--- config.mk ---
export PLATFORM = sky130hd
export DESIGN_NAME = restador_serial_flat
export DESIGN_NICKNAME = d
export VERILOG_FILES = /design/src/rtl/restador_serial_if.sv /design/src/rtl/restador_serial.sv /design/src/flat_wrapper.sv
export SDC_FILE = /design/constraint.sdc
export NUM_CORES = 1
export LEC_CHECK = 0
export BUFFER_PORTS_ARGS = -buffer_cell sky130_fd_sc_hd__buf_2
export CAP_MARGIN = 15
export CORE_MARGIN = 2
export CORE_UTILIZATION = 56
export CTS_BUF_LIST = sky130_fd_sc_hd__clkbuf_2
export DETAILED_ROUTE_END_ITERATION = 6
export HOLD_SLACK_MARGIN = 0.12
export PLACE_DENSITY_LB_ADDON = 0.15
export SKIP_CTS_REPAIR_TIMING = 1
export SYNTH_ARGS = -nofsm -noshare
export SYNTH_HDL_FRONTEND = slang
export SYNTH_SLANG_ARGS = --single-unit
--- constraint.sdc ---
create_clock -name clk -period 2 [get_ports clk]
set_clock_uncertainty 0.05 [all_clocks]
set_input_delay 0.1 -clock clk [delete_from_list [all_inputs] [get_ports clk]]
set_output_delay 0.1 -clock clk [all_outputs]
set_load 0.005 [all_outputs]
--- src/rtl/restador_serial_if.sv ---
// Handshake and data bundle for the bit-serial subtractor.
// Master drives the operands and start; slave returns status and result.
interface restador_serial_if #(
  parameter int WIDTH = 8
);
  logic             start;
  logic [WIDTH-1:0] a;
  logic [WIDTH-1:0] b;
  logic             bi;
  logic             busy;
  logic             done;
  logic [WIDTH-1:0] d;
  logic             bo;

  modport master (
    output start, a, b, bi,
    input  busy, done, d, bo
  );

  modport slave (
    input  start, a, b, bi,
    output busy, done, d, bo
  );
endinterface

--- src/rtl/restador_serial.sv ---
// Bit-serial subtractor: one full-subtractor cell, LSB first,
// start/busy/done framing, result and borrow updated atomically.
module restador_serial #(
  parameter int WIDTH = 8,
  parameter int PwrC  = 0
) (
  input  logic             clk,
  input  logic             reset_L,
  restador_serial_if.slave bus
);

  // PwrC is an accounting tag only; it never changes the counter width
  localparam int CW = $clog2(WIDTH + 1) + 0 * PwrC;

  typedef enum logic [1:0] {
    IDLE = 2'd0,
    RUN  = 2'd1,
    DONE = 2'd2
  } state_t;

  state_t           state_q, state_d;
  logic [WIDTH-1:0] a_q, a_d;
  logic [WIDTH-1:0] b_q, b_d;
  logic [WIDTH-1:0] r_q, r_d;
  logic [WIDTH-1:0] d_q, d_d;
  logic             brw_q, brw_d;
  logic             bo_q, bo_d;
  logic [CW-1:0]    cnt_q, cnt_d;

  logic x, y, diff, brw_nx, last;

  // Full-subtractor cell on the current LSBs
  always_comb begin
    x      = a_q[0];
    y      = b_q[0];
    diff   = x ^ y ^ brw_q;
    brw_nx = (~x & y) | (~x & brw_q) | (y & brw_q);
    last   = (cnt_q == CW'(WIDTH - 1));
  end

  // Next-state and datapath control
  always_comb begin
    state_d = state_q;
    a_d     = a_q;
    b_d     = b_q;
    r_d     = r_q;
    d_d     = d_q;
    brw_d   = brw_q;
    bo_d    = bo_q;
    cnt_d   = cnt_q;
    unique case (state_q)
      IDLE, DONE: begin
        if (bus.start) begin
          a_d     = bus.a;
          b_d     = bus.b;
          brw_d   = bus.bi;
          r_d     = '0;
          cnt_d   = '0;
          state_d = RUN;
        end else begin
          state_d = IDLE;
        end
      end
      RUN: begin
        a_d   = a_q >> 1;
        b_d   = b_q >> 1;
        r_d   = {diff, r_q[WIDTH-1:1]};
        brw_d = brw_nx;
        cnt_d = cnt_q + CW'(1);
        if (last) begin
          d_d     = {diff, r_q[WIDTH-1:1]};
          bo_d    = brw_nx;
          state_d = DONE;
        end
      end
      default: state_d = IDLE;
    endcase
  end

  // State and datapath registers, cleared by async reset
  always_ff @(posedge clk or negedge reset_L) begin
    if (!reset_L) begin
      state_q <= IDLE;
      a_q     <= '0;
      b_q     <= '0;
      r_q     <= '0;
      d_q     <= '0;
      brw_q   <= 1'b0;
      bo_q    <= 1'b0;
      cnt_q   <= '0;
    end else begin
      state_q <= state_d;
      a_q     <= a_d;
      b_q     <= b_d;
      r_q     <= r_d;
      d_q     <= d_d;
      brw_q   <= brw_d;
      bo_q    <= bo_d;
      cnt_q   <= cnt_d;
    end
  end

  assign bus.busy = (state_q == RUN);
  assign bus.done = (state_q == DONE);
  assign bus.d    = d_q;
  assign bus.bo   = bo_q;

endmodule

--- src/flat_wrapper.sv ---
// flat-port wrapper written by rule: the top's interface ports become plain ports
module restador_serial_flat 
#(
  parameter int WIDTH = 8,
  parameter int PwrC  = 0
)
  (clk, reset_L, bus_start, bus_a, bus_b, bus_bi, bus_busy, bus_done, bus_d, bus_bo);
  restador_serial_if #(.WIDTH(WIDTH)) bus_i ();
  input  logic clk;
  input  logic reset_L;
  input wire logic [$bits(bus_i.start)-1:0] bus_start;
  input wire logic [$bits(bus_i.a)-1:0] bus_a;
  input wire logic [$bits(bus_i.b)-1:0] bus_b;
  input wire logic [$bits(bus_i.bi)-1:0] bus_bi;
  output wire logic [$bits(bus_i.busy)-1:0] bus_busy;
  output wire logic [$bits(bus_i.done)-1:0] bus_done;
  output wire logic [$bits(bus_i.d)-1:0] bus_d;
  output wire logic [$bits(bus_i.bo)-1:0] bus_bo;
  assign bus_i.start = bus_start;
  assign bus_i.a = bus_a;
  assign bus_i.b = bus_b;
  assign bus_i.bi = bus_bi;
  assign bus_busy = bus_i.busy;
  assign bus_done = bus_i.done;
  assign bus_d = bus_i.d;
  assign bus_bo = bus_i.bo;
  restador_serial #(.WIDTH(WIDTH), .PwrC(PwrC)) u_core (.clk(clk), .reset_L(reset_L), .bus(bus_i));
endmodule
### Word level (Yosys, flattened, before mapping)

Cells that the tools add are included.

* mux-type cells: 13
* equal/unequal tests: 5
* bitwise operators: 8
* add/subtract/negate cells: 1
* reductions and logical operators: 5

Operator list (count)
* case mux 8 bit (2 select lines): 3
* two-way mux 8 bit: 3
* case mux 4 bit (2 select lines): 1
* adder 4 x 1 -> 4 bit, second input constant: 1
* equality test 4 x 3 -> 1 bit, second input constant: 1
* two-way mux 4 bit: 1
* case mux 2 bit (2 select lines): 1
* AND reduction 2 bit: 2
* bitwise AND 1 bit: 3
* equality test 2 x 1 -> 1 bit, second input constant: 1
* equality test 2 bit, second input constant: 1
* zero test 2 bit: 1
* two-way mux 1 bit: 2
* two-way mux 2 bit: 1
* inequality test 2 x 1 -> 1 bit, second input constant: 1
* inequality test 2 bit, second input constant: 1
* OR 1 bit: 2
* case mux 1 bit (2 select lines): 1
* nonzero test 2 bit: 1
* OR reduction 2 bit: 1
* XOR 1 bit: 2
* NOT 1 bit: 1

* register bits: 40
* output and inout bits: 11
* input port bits: 20
* word-level logic and storage cells: 40

### Logic depth before layout (Yosys ltp)

Gate-level depths: netlist of run 1.

* depth after elaboration: 5
* gate-level depth with buffers: 6
* mapped depth without buffers: 4

### Least setup slack after synthesis of run 1

Ideal clock, no wire load.

* path type: reg-to-reg
* start point: reg u_core.cnt_q[0]
* end point: reg u_core.bo_q (netlist: u_core.bus.bo)
* slack: 0.525 ns
* setup time: 0.125 ns
* stages on the path, launching flop included: 5
* clock period less this slack: 1.475 ns
* required time: 1.825 ns
* arrival: 1.300 ns
* path buffers: 0
* cells stage by stage: dfrtp_1 > ha_1 > nand2_1 > nor3_4 > mux2_2

* cells in the longest elaborated chain, start to end: 2

Ends and longest elaborated chain
* start, declared: line restador_serial.sv:28 `logic [CW-1:0] cnt_q, cnt_d;`
* start signal, assigned: line restador_serial.sv:99 `cnt_q <= cnt_d;`
* equality test 4 x 3 -> 1 bit: line restador_serial.sv:38 `last = (cnt_q == CW'(WIDTH - 1));`
* AND reduction 2 bit (no line)
* end signal, assigned: line restador_serial.sv:98 `bo_q <= bo_d;`
* end, declared: line restador_serial.sv:27 `logic bo_q, bo_d;`

Every way passes these cells.
A chain may end at the register's enable or synchronous reset.

### Final worst setup path of run 1

* start point: reg u_core.state_q[1]
* end point: out bus_busy

* cells in the longest elaborated chain, start to end: 1

Ends and longest elaborated chain
* start, declared: line restador_serial.sv:21 `state_t state_q, state_d;`
* start signal, assigned: line restador_serial.sv:92 `state_q <= state_d;`
* equality test 2 x 1 -> 1 bit: line restador_serial.sv:103 `assign bus.busy = (state_q == RUN);`
* end, declared: line flat_wrapper.sv:15 `output wire logic [$bits(bus_i.busy)-1:0] bus_busy;`

Every way passes these cells.

==> impl_metrics.yaml, run 1 <==
route:
  final_antenna_net_count: 0
  drt-initial-drc-count: 38
  num_vias: 1211
  wirelength_um: 3310
  drcViolationCount: 0
  dr.pass1.iters: 4
  wl_per_cell_um: 15.5
  via_per_inst: 5.69
grt:
  antenna_found_initial: 0
  gr-usage-all-layers_pct: 21.4
  top_usage_layer: "met2"
  grt.overflow.total: 0
  grt_pass1_wl_um: 5360
  use_met2_pct: 34.7
  met1_usage_pct: 27.4
  grt_max_degree: 40
  met3_usage_pct: 7.59
  grt_pass1_vias: 1175
critical_path:
  critPathRequiredTime_ns: 1.85
  r2r_slack_ns: 0.33
  startpoint_type: "flip-flop"
  cp_cell_sequence: "nand2b_4 > inv_4 > buf_4 > buf_2"
  worst_path_max_delay_cell: "dfrtp_1"
  cp.buffers_inverters: 3
  cp_max_fo: 20
  path_delay_family: "buffers and inverters"
  critPathCaptureType: "output port"
  critPathMaxStageDelay_ns: 0.41
  worstPathArrival_ns: 1.64
  critPathKind: "flip-flop to output port"
synthesis:
  synth_seq_cells: 39
  ys.flop_type: "dfrtp_1"
  yosysTopAreaCell: "dfrtp_1"
  yosysWarnings: 0
  synth_area_mm2: 0.00162
  synth_edf_count: 0
  synth_top_area_share_pct: 60.4
  synth_area_leaders: "dfrtp_1, a22oi_1, mux2_2, a22o_1, nand3_1"
  ys_async_sr_fraction_pct: 100
  syn_avg_cell_area_um2: 12.2
  syn_inst: 132
  syn_nets: 154
  ys_types: 25
  synth_seq_area_share_pct: 60.4
power_and_ir_drop:
  p_per_area_mw_per_mm2: 1420
  power.total_mw: 2.84
  ir_worst_vdd_mv: 1.06
  leakage_nw: 0.990
floorplan:
  fp-row-count: 19
  die-height_um: 57.7
  die-area_mm2: 0.00333
  io_pins: 31
  core-area_mm2: 0.00276
  die_w_um: 57.7
  start_util_pct: 58.6
timing:
  min_period_ns: 1.79
  setup_tns_ns: 0
  max_slew_margin_pct: 44.9
  finalCritPeriodShare_pct: 89.4
  rsz0062_at_grt: "no"
  tightestPinTransition_ns: 0.827
  setup_violations: 0
  finalHoldViolCount: 0
  fmax_mhz: 560
  maxSlewViolCount: 0
worst_hold_path:
  hold_path_class: "input pin to flip-flop"
clocking:
  cts_max_level: 2
  cts.root.buffer_cell: "clkbuf_2"
  cts.clk_slew.worst_paths_ns: 0.19
  cts_buffers: 5
  clock-sinks: 39
  cts_tree: "yes"
  clk_latency_ns: 0.38
  cts_buffer_depth: 2
run:
  drv_cap: 0
finish:
  postLayoutCoreUtil_pct: 72.6
  nFillCells: 210
  area_growth_pct: 23.9
  antenna_cells: 0
  regArea_um2: 976
  instances_no_fill: 213
  multi_input_area_um2: 588
  design_area_mm2: 0.00200
  final_nets: 203
  drive_gt1_share_pct: 28.6
run_status:
  run_status: "completed"
placed_design:
  gp_congestion: 0.708
  portBuffers: 30
  dp_hpwl_um: 2090
  placed_area_mm2: 0.00178
  dp.cells: 187
-- final timing paths --
path,startpoint,end,cells after the start
worst max-delay path,u_core.state_q[1],bus_busy,4
worst min-delay path,bus_start,u_core.brw_q,4
worst max register to register,u_core.state_q[1],u_core.bus.d[1],3
worst min register to register,u_core.r_q[1],u_core.r_q[1],1
max in group asynchronous,reset_L,u_core.b_q[7],2
min in group asynchronous,reset_L,u_core.a_q[2],2
-- power by group --
part | switching, mW | internal [mW]
Clock | 0.248 | 0.0803
Sequential | 0.222 | 1.15
Combinational | 0.600 | 0.544
Total | 1.07 | 1.77
-- metrics by stage --
step / setup WS (ns) / hold slack [ns]
5_1_grt: 0.0842 / 0.134
4_1_cts: 0.0934 / -0.259
6_report: 0.213 / 0.158
3_5_place_dp: 0.324 / 0.198
3_3_place_gp: 0.358 / 0.182
2_1_floorplan: 0.525 / -0.246
-- worst register-to-register path, cell delays in order, from the launching register on --
cell and delay [ns]:
dfrtp_1 0.41, nand2b_4 0.26, nor3_4 0.48, mux2_2 0.39
-- cell usage after synthesis, types with 2 or more instances --
master and n:
a22oi_1 14, mux2i_1 3, nand3_1 15, dfrtp_1 39
inv_1 2, clkbuf_1 2, and2b_1 2, o21ai_0 2
nand2_1 17, mux2_2 8, a22o_1 10, buf_2 5
-- cells in the final DEF, fill, tap and decap left out, types with 2 or more instances in the layout --
master          n
a22oi_1        14
nand2_1        17
clkbuf_2        5
nand3_1        15
and2b_1         2
buf_2          30
clkinv_2        3
mux2_2          8
o21ai_0         2
dfrtp_1        39
mux2i_1         3
dlygate4sd3_1  18
inv_1           2
buf_4           2
a22o_1         10
-- kinds of logic (layout without fill, tap and decap cells) --
group	Yosys count	count (layout)	synth area share [%]
compound gates	28	28	13.7
fa+ha+maj	2	2	2.01
buf+inv	11	61	3.18
flops	39	39	60.4
mux	11	11	7.44
simple gates	41	41	13.2
-- flip-flops by register name, summed over array words and instances (netlist names) --
signal,cells
u_core.a_q,8
u_core.b_q,8
u_core.brw_q,1
u_core.bus.bo,1
u_core.bus.d,8
u_core.cnt_q,4
u_core.r_q,7
u_core.state_q,2
-- final cells by class --
type                       instances  share of cell area, %
inverter                           3                  0.687
timing repair buffer              50                   17.2
multi-input combinational         82                   29.4
tap                               31                   1.94
sequential                        39                   48.8
clock buffer                       5                   1.25
clock inverter                     3                  0.750
-- per-layer routing --
layer,vias up,part of all wire [%]
li1,571,-
met1,605,43
met2,33,52
met3,2,4.6
met4,0,0.57
met5,-,0
(Power assumes the default switching activity.)
==> run 2, diff against run 1 <==
--- a/config.mk
+++ b/config.mk
@@ -13,6 +13,7 @@
 export DETAILED_ROUTE_END_ITERATION = 6
 export HOLD_SLACK_MARGIN = 0.12
 export PLACE_DENSITY_LB_ADDON = 0.15
+export SETUP_SLACK_MARGIN = 0.5
 export SKIP_CTS_REPAIR_TIMING = 1
 export SYNTH_ARGS = -nofsm -noshare
 export SYNTH_HDL_FRONTEND = slang
==> impl_metrics.yaml, run 2 (same netlist as run 1, synthesis figures left out) <==
run_status:
  run_status: "completed"
critical_path:
  critPathMaxStageDelay_ns: 0.43
  path_delay_family: "flip-flops"
  worst_path_max_delay_cell: "dfrtp_1"
  critPathRequiredTime_ns: 2.25
  startpoint_type: "flip-flop"
  worstPathArrival_ns: 1.86
  cp.buffers_inverters: 2
  critPathCaptureType: "flip-flop"
  cp_cell_sequence: "nand2b_4 > buf_4 > nor3_4 > buf_12 > mux2_2"
  critPathKind: "flip-flop to flip-flop"
  cp_max_fo: 10
timing:
  min_period_ns: 1.61
  finalHoldViolCount: 0
  tightestPinTransition_ns: 0.830
  setup_violations: 0
  maxSlewViolCount: 0
  finalCritPeriodShare_pct: 80.6
  max_slew_margin_pct: 44.7
  fmax_mhz: 620
  setup_tns_ns: 0
  rsz0062_at_grt: "yes"
worst_hold_path:
  hold_path_class: "input pin to async pin"
placed_design:
  portBuffers: 30
  dp.cells: 187
  gp_congestion: 0.708
  dp_hpwl_um: 2090
clocking:
  cts.clk_slew.worst_paths_ns: 0.20
  cts_buffers: 5
  cts.root.buffer_cell: "clkbuf_2"
  clk_latency_ns: 0.39
  cts_max_level: 2
  clock-sinks: 39
  cts_buffer_depth: 2
  cts_tree: "yes"
floorplan:
  fp-row-count: 19
  start_util_pct: 58.6
  die_w_um: 57.7
  die-height_um: 57.7
  core-area_mm2: 0.00276
  io_pins: 31
  die-area_mm2: 0.00333
route:
  wl_per_cell_um: 16.0
  via_per_inst: 5.64
  dr.pass1.iters: 4
  drcViolationCount: 0
  wirelength_um: 3580
  final_antenna_net_count: 0
  num_vias: 1264
  drt-initial-drc-count: 75
finish:
  most-common-layout-cells: "dfrtp_1, buf_2, dlygate4sd3_1, nand2_1, nand3_1"
  antenna_cells: 0
  instances_no_fill: 224
  layout_commonest_cell: "dfrtp_1"
  area_growth_pct: 32.1
  drive_gt1_share_pct: 33.7
  nFillCells: 193
  final_nets: 214
grt:
  grt.overflow.total: 0
  antenna_found_initial: 0
  grt_pass1_wl_um: 5360
  grt_pass1_vias: 1175
  grt_max_degree: 40
  gr-usage-all-layers_pct: 21.4
power_and_ir_drop:
  leakage_nw: 1.06
  ir_worst_vdd_mv: 1.12
  switching_share_pct: 37.7
  p_per_area_mw_per_mm2: 1430
  clkPwrFrac_pct: 11.0
  pwr-share-comb_pct: 44.2
  power_frac_seq_pct: 44.8
  switchingPower_mw: 1.15
  p_int_mw: 1.91
run:
  drv_cap: 0
-- run 2: area by class of cell --
class                   count  area, µm²  share of cell area [%]
multi-input cells          83        607                    28.4
repair buffers             60        447                    20.9
inverters                   3       23.8                    1.11
well taps                  31       38.8                    1.82
flip-flops and latches     39        977                    45.8
clock buffers               5       25.0                    1.17
clock inverters             3       15.0                   0.704
-- run 2: power groups by stage --
| stage | clock network, mW | logic [mW] | registers [mW] |
|---|---|---|---|
| 2_1_floorplan | 0 | 0.806 | 1.35 |
| 3_3_place_gp | 0 | 1.06 | 1.37 |
| 3_5_place_dp | 0 | 1.11 | 1.38 |
| 4_1_cts | 0.340 | 1.12 | 1.37 |
| 5_1_grt | 0.381 | 1.48 | 1.41 |
| 6_report | 0.337 | 1.35 | 1.37 |
-- run 2: metal layers --
| layer | vias to the layer above | GRT usage (%) | wire length (µm) |
|---|---|---|---|
| met5 | - | 0 | 0 |
| met4 | 0 | 6.31 | 36 |
| met3 | 6 | 7.59 | 201 |
| met2 | 41 | 34.7 | 1820 |
| met1 | 622 | 27.4 | 1520 |
| li1 | 595 | - | - |
-- run 2: metrics by stage --
stage	power [mW]	worst slack (ns)	instance area, µm²	hold slack, ns	util [%]
after global routing	3.28	0.350	2130	0.290	77.4
after global placement	2.42	0.358	1780	0.182	64.5
after floorplan	2.15	0.525	1620	-0.246	-
after CTS	2.83	0.0934	1820	-0.259	66.0
final	3.06	0.388	2130	0.261	77.4
after detailed placement	2.50	0.324	1780	0.198	64.5
-- run 2: worst paths after layout --
path / from / end / slack (ns) / cells after the start
min in group clk: bus_b[2] / u_core.b_q[2] / 0.39 / 4
min: reset_L / u_core.r_q[5] / 0.26 / 2
max reg2reg: u_core.state_q[1] / u_core.bus.d[1] / 0.39 / 5
min reg2reg: u_core.a_q[6] / u_core.a_q[5] / 0.47 / 2
max in group asynchronous: reset_L / u_core.state_q[0] / 1.08 / 2
max: u_core.state_q[1] / u_core.bus.d[1] / 0.39 / 5
-- run 2: worst reg2reg max path: cells and delay by family (launching register included) --
kind	cells	cell delay [ns]
and+or+nand+nor	2	0.39
DFF	1	0.43
buffers and inverters	2	0.31
muxes	1	0.34
==> run 3, diff against run 2 <==
--- a/config.mk
+++ b/config.mk
@@ -5,10 +5,11 @@
 export SDC_FILE = /design/constraint.sdc
 export NUM_CORES = 1
 export LEC_CHECK = 0
+export ABC_AREA = 1
 export BUFFER_PORTS_ARGS = -buffer_cell sky130_fd_sc_hd__buf_2
 export CAP_MARGIN = 15
 export CORE_MARGIN = 2
-export CORE_UTILIZATION = 56
+export CORE_UTILIZATION = 51
 export CTS_BUF_LIST = sky130_fd_sc_hd__clkbuf_2
 export DETAILED_ROUTE_END_ITERATION = 6
 export HOLD_SLACK_MARGIN = 0.12
==> constraint.sdc (replaced) <==
create_clock -name clk -period 1.35 [get_ports clk]
set_clock_uncertainty 0.05 [all_clocks]
set_input_delay 0.0675 -clock clk [delete_from_list [all_inputs] [get_ports clk]]
set_output_delay 0.0675 -clock clk [all_outputs]
set_load 0.005 [all_outputs]
==> impl_metrics.yaml, run 3 <==
synthesis:
  synth_area_leaders: "dfrtp_1, nand2_1, inv_1, o22ai_1, buf_4"
  syn_avg_cell_area_um2: 7.95
  ys_types: 17
  ys.flop_type: "dfrtp_1"
  synth_seq_area_share_pct: 56.6
  synth_edf_count: 0
  syn_nets: 239
  syn_inst: 217
  yosysMostFrequentCell: "nand2_1"
  synth_top_cells_by_count: "nand2_1, dfrtp_1, inv_1, o22ai_1"
  yosysWarnings: 0
  synth_top_area_share_pct: 56.6
  synth_seq_cells: 39
  ys_async_sr_fraction_pct: 100
  synth_area_mm2: 0.00173
  yosysTopAreaCell: "dfrtp_1"
run_status:
  run_status: "complete, but fails checks"
  failed_checks: "negative hold slack, negative setup slack"
finish:
  nFillCells: 242
  layout_commonest_cell: "nand2_1"
  most-common-layout-cells: "nand2_1, dfrtp_1, buf_2, inv_1, dlygate4sd3_1"
  area_growth_pct: 43.1
  drive_gt1_share_pct: 28.6
  postLayoutCoreUtil_pct: 75.2
  final_nets: 312
  antenna_cells: 0
critical_path:
  critPathRequiredTime_ns: 1.23
  worst_path_max_delay_cell: "dfrtp_2"
  cp_cell_sequence: "buf_4 > nor2_2 > buf_2"
  critPathCaptureType: "output port"
  worstPathArrival_ns: 1.24
  startpoint_type: "flip-flop"
  path_delay_family: "flip-flops"
  cp.buffers_inverters: 2
  cp_max_fo: 3
  critPathMaxStageDelay_ns: 0.48
  critPathKind: "flip-flop to output port"
timing:
  rsz0062_at_grt: "yes"
  finalHoldViolCount: 1
  min_period_ns: 1.36
  finalCritPeriodShare_pct: 101
  tightestPinTransition_ns: 0.392
  maxSlewViolCount: 0
  max_slew_margin_pct: 73.9
  setup_tns_ns: -0.0143
  setup_violations: 2
  whs_ns: -0.0836
  fmax_mhz: 736
  setup_slack_ns: -0.00794
clocking:
  cts_tree: "yes"
  clock-sinks: 39
  cts_buffers: 5
  cts_max_level: 2
  cts.root.buffer_cell: "clkbuf_2"
  clk_latency_ns: 0.38
  cts_buffer_depth: 2
  cts.clk_slew.worst_paths_ns: 0.18
floorplan:
  die-height_um: 62.2
  fp-row-count: 21
  start_util_pct: 52.5
  die_w_um: 62.2
  io_pins: 31
  core-area_mm2: 0.00328
  die-area_mm2: 0.00386
power_and_ir_drop:
  leakage_nw: 1.36
  power.total_mw: 5.26
  p_per_area_mw_per_mm2: 2130
  ir_worst_vdd_mv: 0.983
route:
  wirelength_um: 3880
  drt-initial-drc-count: 58
  drcViolationCount: 0
  final_antenna_net_count: 0
  via_per_inst: 4.62
  num_vias: 1553
  wl_per_cell_um: 11.6
  dr.pass1.iters: 4
grt:
  grt_pass1_wl_um: 5710
  antenna_found_initial: 0
  grt.overflow.total: 0
  gr-usage-all-layers_pct: 18.8
  grt_max_degree: 25
  grt_pass1_vias: 1340
placed_design:
  gp_congestion: 0.801
  portBuffers: 30
  dp_hpwl_um: 2210
  dp_slack_ns: 0.0957
run:
  drv_cap: 0
worst_hold_path:
  hold_path_class: "input pin to flip-flop"
[run 3: cell count changes after synthesis, moves of 4 or more]
cell,previous run,this run
o22ai_1,0,7
a22o_1,10,0
nor2_1,0,4
nand2_1,17,119
nand3_1,15,4
mux2_2,8,0
buf_2,5,1
a22oi_1,14,0
inv_1,2,27
[run 3: final cells by class]
type	count	area [µm²]	area share (%)
sequential	39	978	39.6
multi-input combinational	146	724	29.3
clock buffer	5	25.0	1.01
tap	46	57.6	2.33
inverter	29	109	4.41
clock inverter	2	8.76	0.355
timing repair buffer	69	566	22.9
[run 3: stage by stage]
stage,cells,cell area (µm²)
floorplan,217,1790
global placement,295,2050
detailed placement,295,2050
CTS,302,2090
global route,336,2470
finish,336,2470
[run 3: cell families (layout without fill, tap and decap cells)]
logic type / after synthesis / in the layout / share of synthesized area, %
simple gates: 133 / 135 / 30.1
fa+ha+maj: 2 / 2 / 1.89
buf+inv: 34 / 105 / 8.34
flops: 39 / 39 / 56.6
compound gates: 9 / 9 / 3.12
[run 3: worst paths after layout]
kind	from	endpoint	slack, ns	cells after the start
worst max-delay path	u_core.state_q[0]	bus_done	-0.008	3
worst min-delay path	bus_start	u_core.state_q[0]	-0.08	3
worst max register to register	u_core.state_q[0]	u_core.a_q[4]	0.08	8
worst min register to register	u_core.a_q[0]	u_core.a_q[0]	0.45	2
max in group asynchronous	reset_L	u_core.a_q[0]	0.72	3
min in group asynchronous	reset_L	u_core.b_q[4]	0.07	2
[run 3: where the power goes]
group	internal (mW)	leakage, nW	switching (mW)
combinational	1.36	0.849	1.37
clock	0.110	0.0262	0.356
sequential	1.70	0.487	0.359
total	3.17	1.36	2.09
[run 3: worst min-delay path, delay by kind of cell]
kind / cells / cell delay (ns)
AND/OR/NAND/NOR: 1 / 0.09
buffers and inverters: 1 / 0.10
AO/OA/AOI/OAI: 1 / 0.06
[run 3: metal layers]
metal  wire length (µm)  share of wire [%]  vias to the layer above  track usage (%)
met2               2010                 52                       36             31.1
li1                   -                  -                      794                -
met5                  0                  0                        -                0
met4                 58                1.5                        0             7.22
met1               1660                 43                      717             23.4
met3                155                4.0                        6             5.43
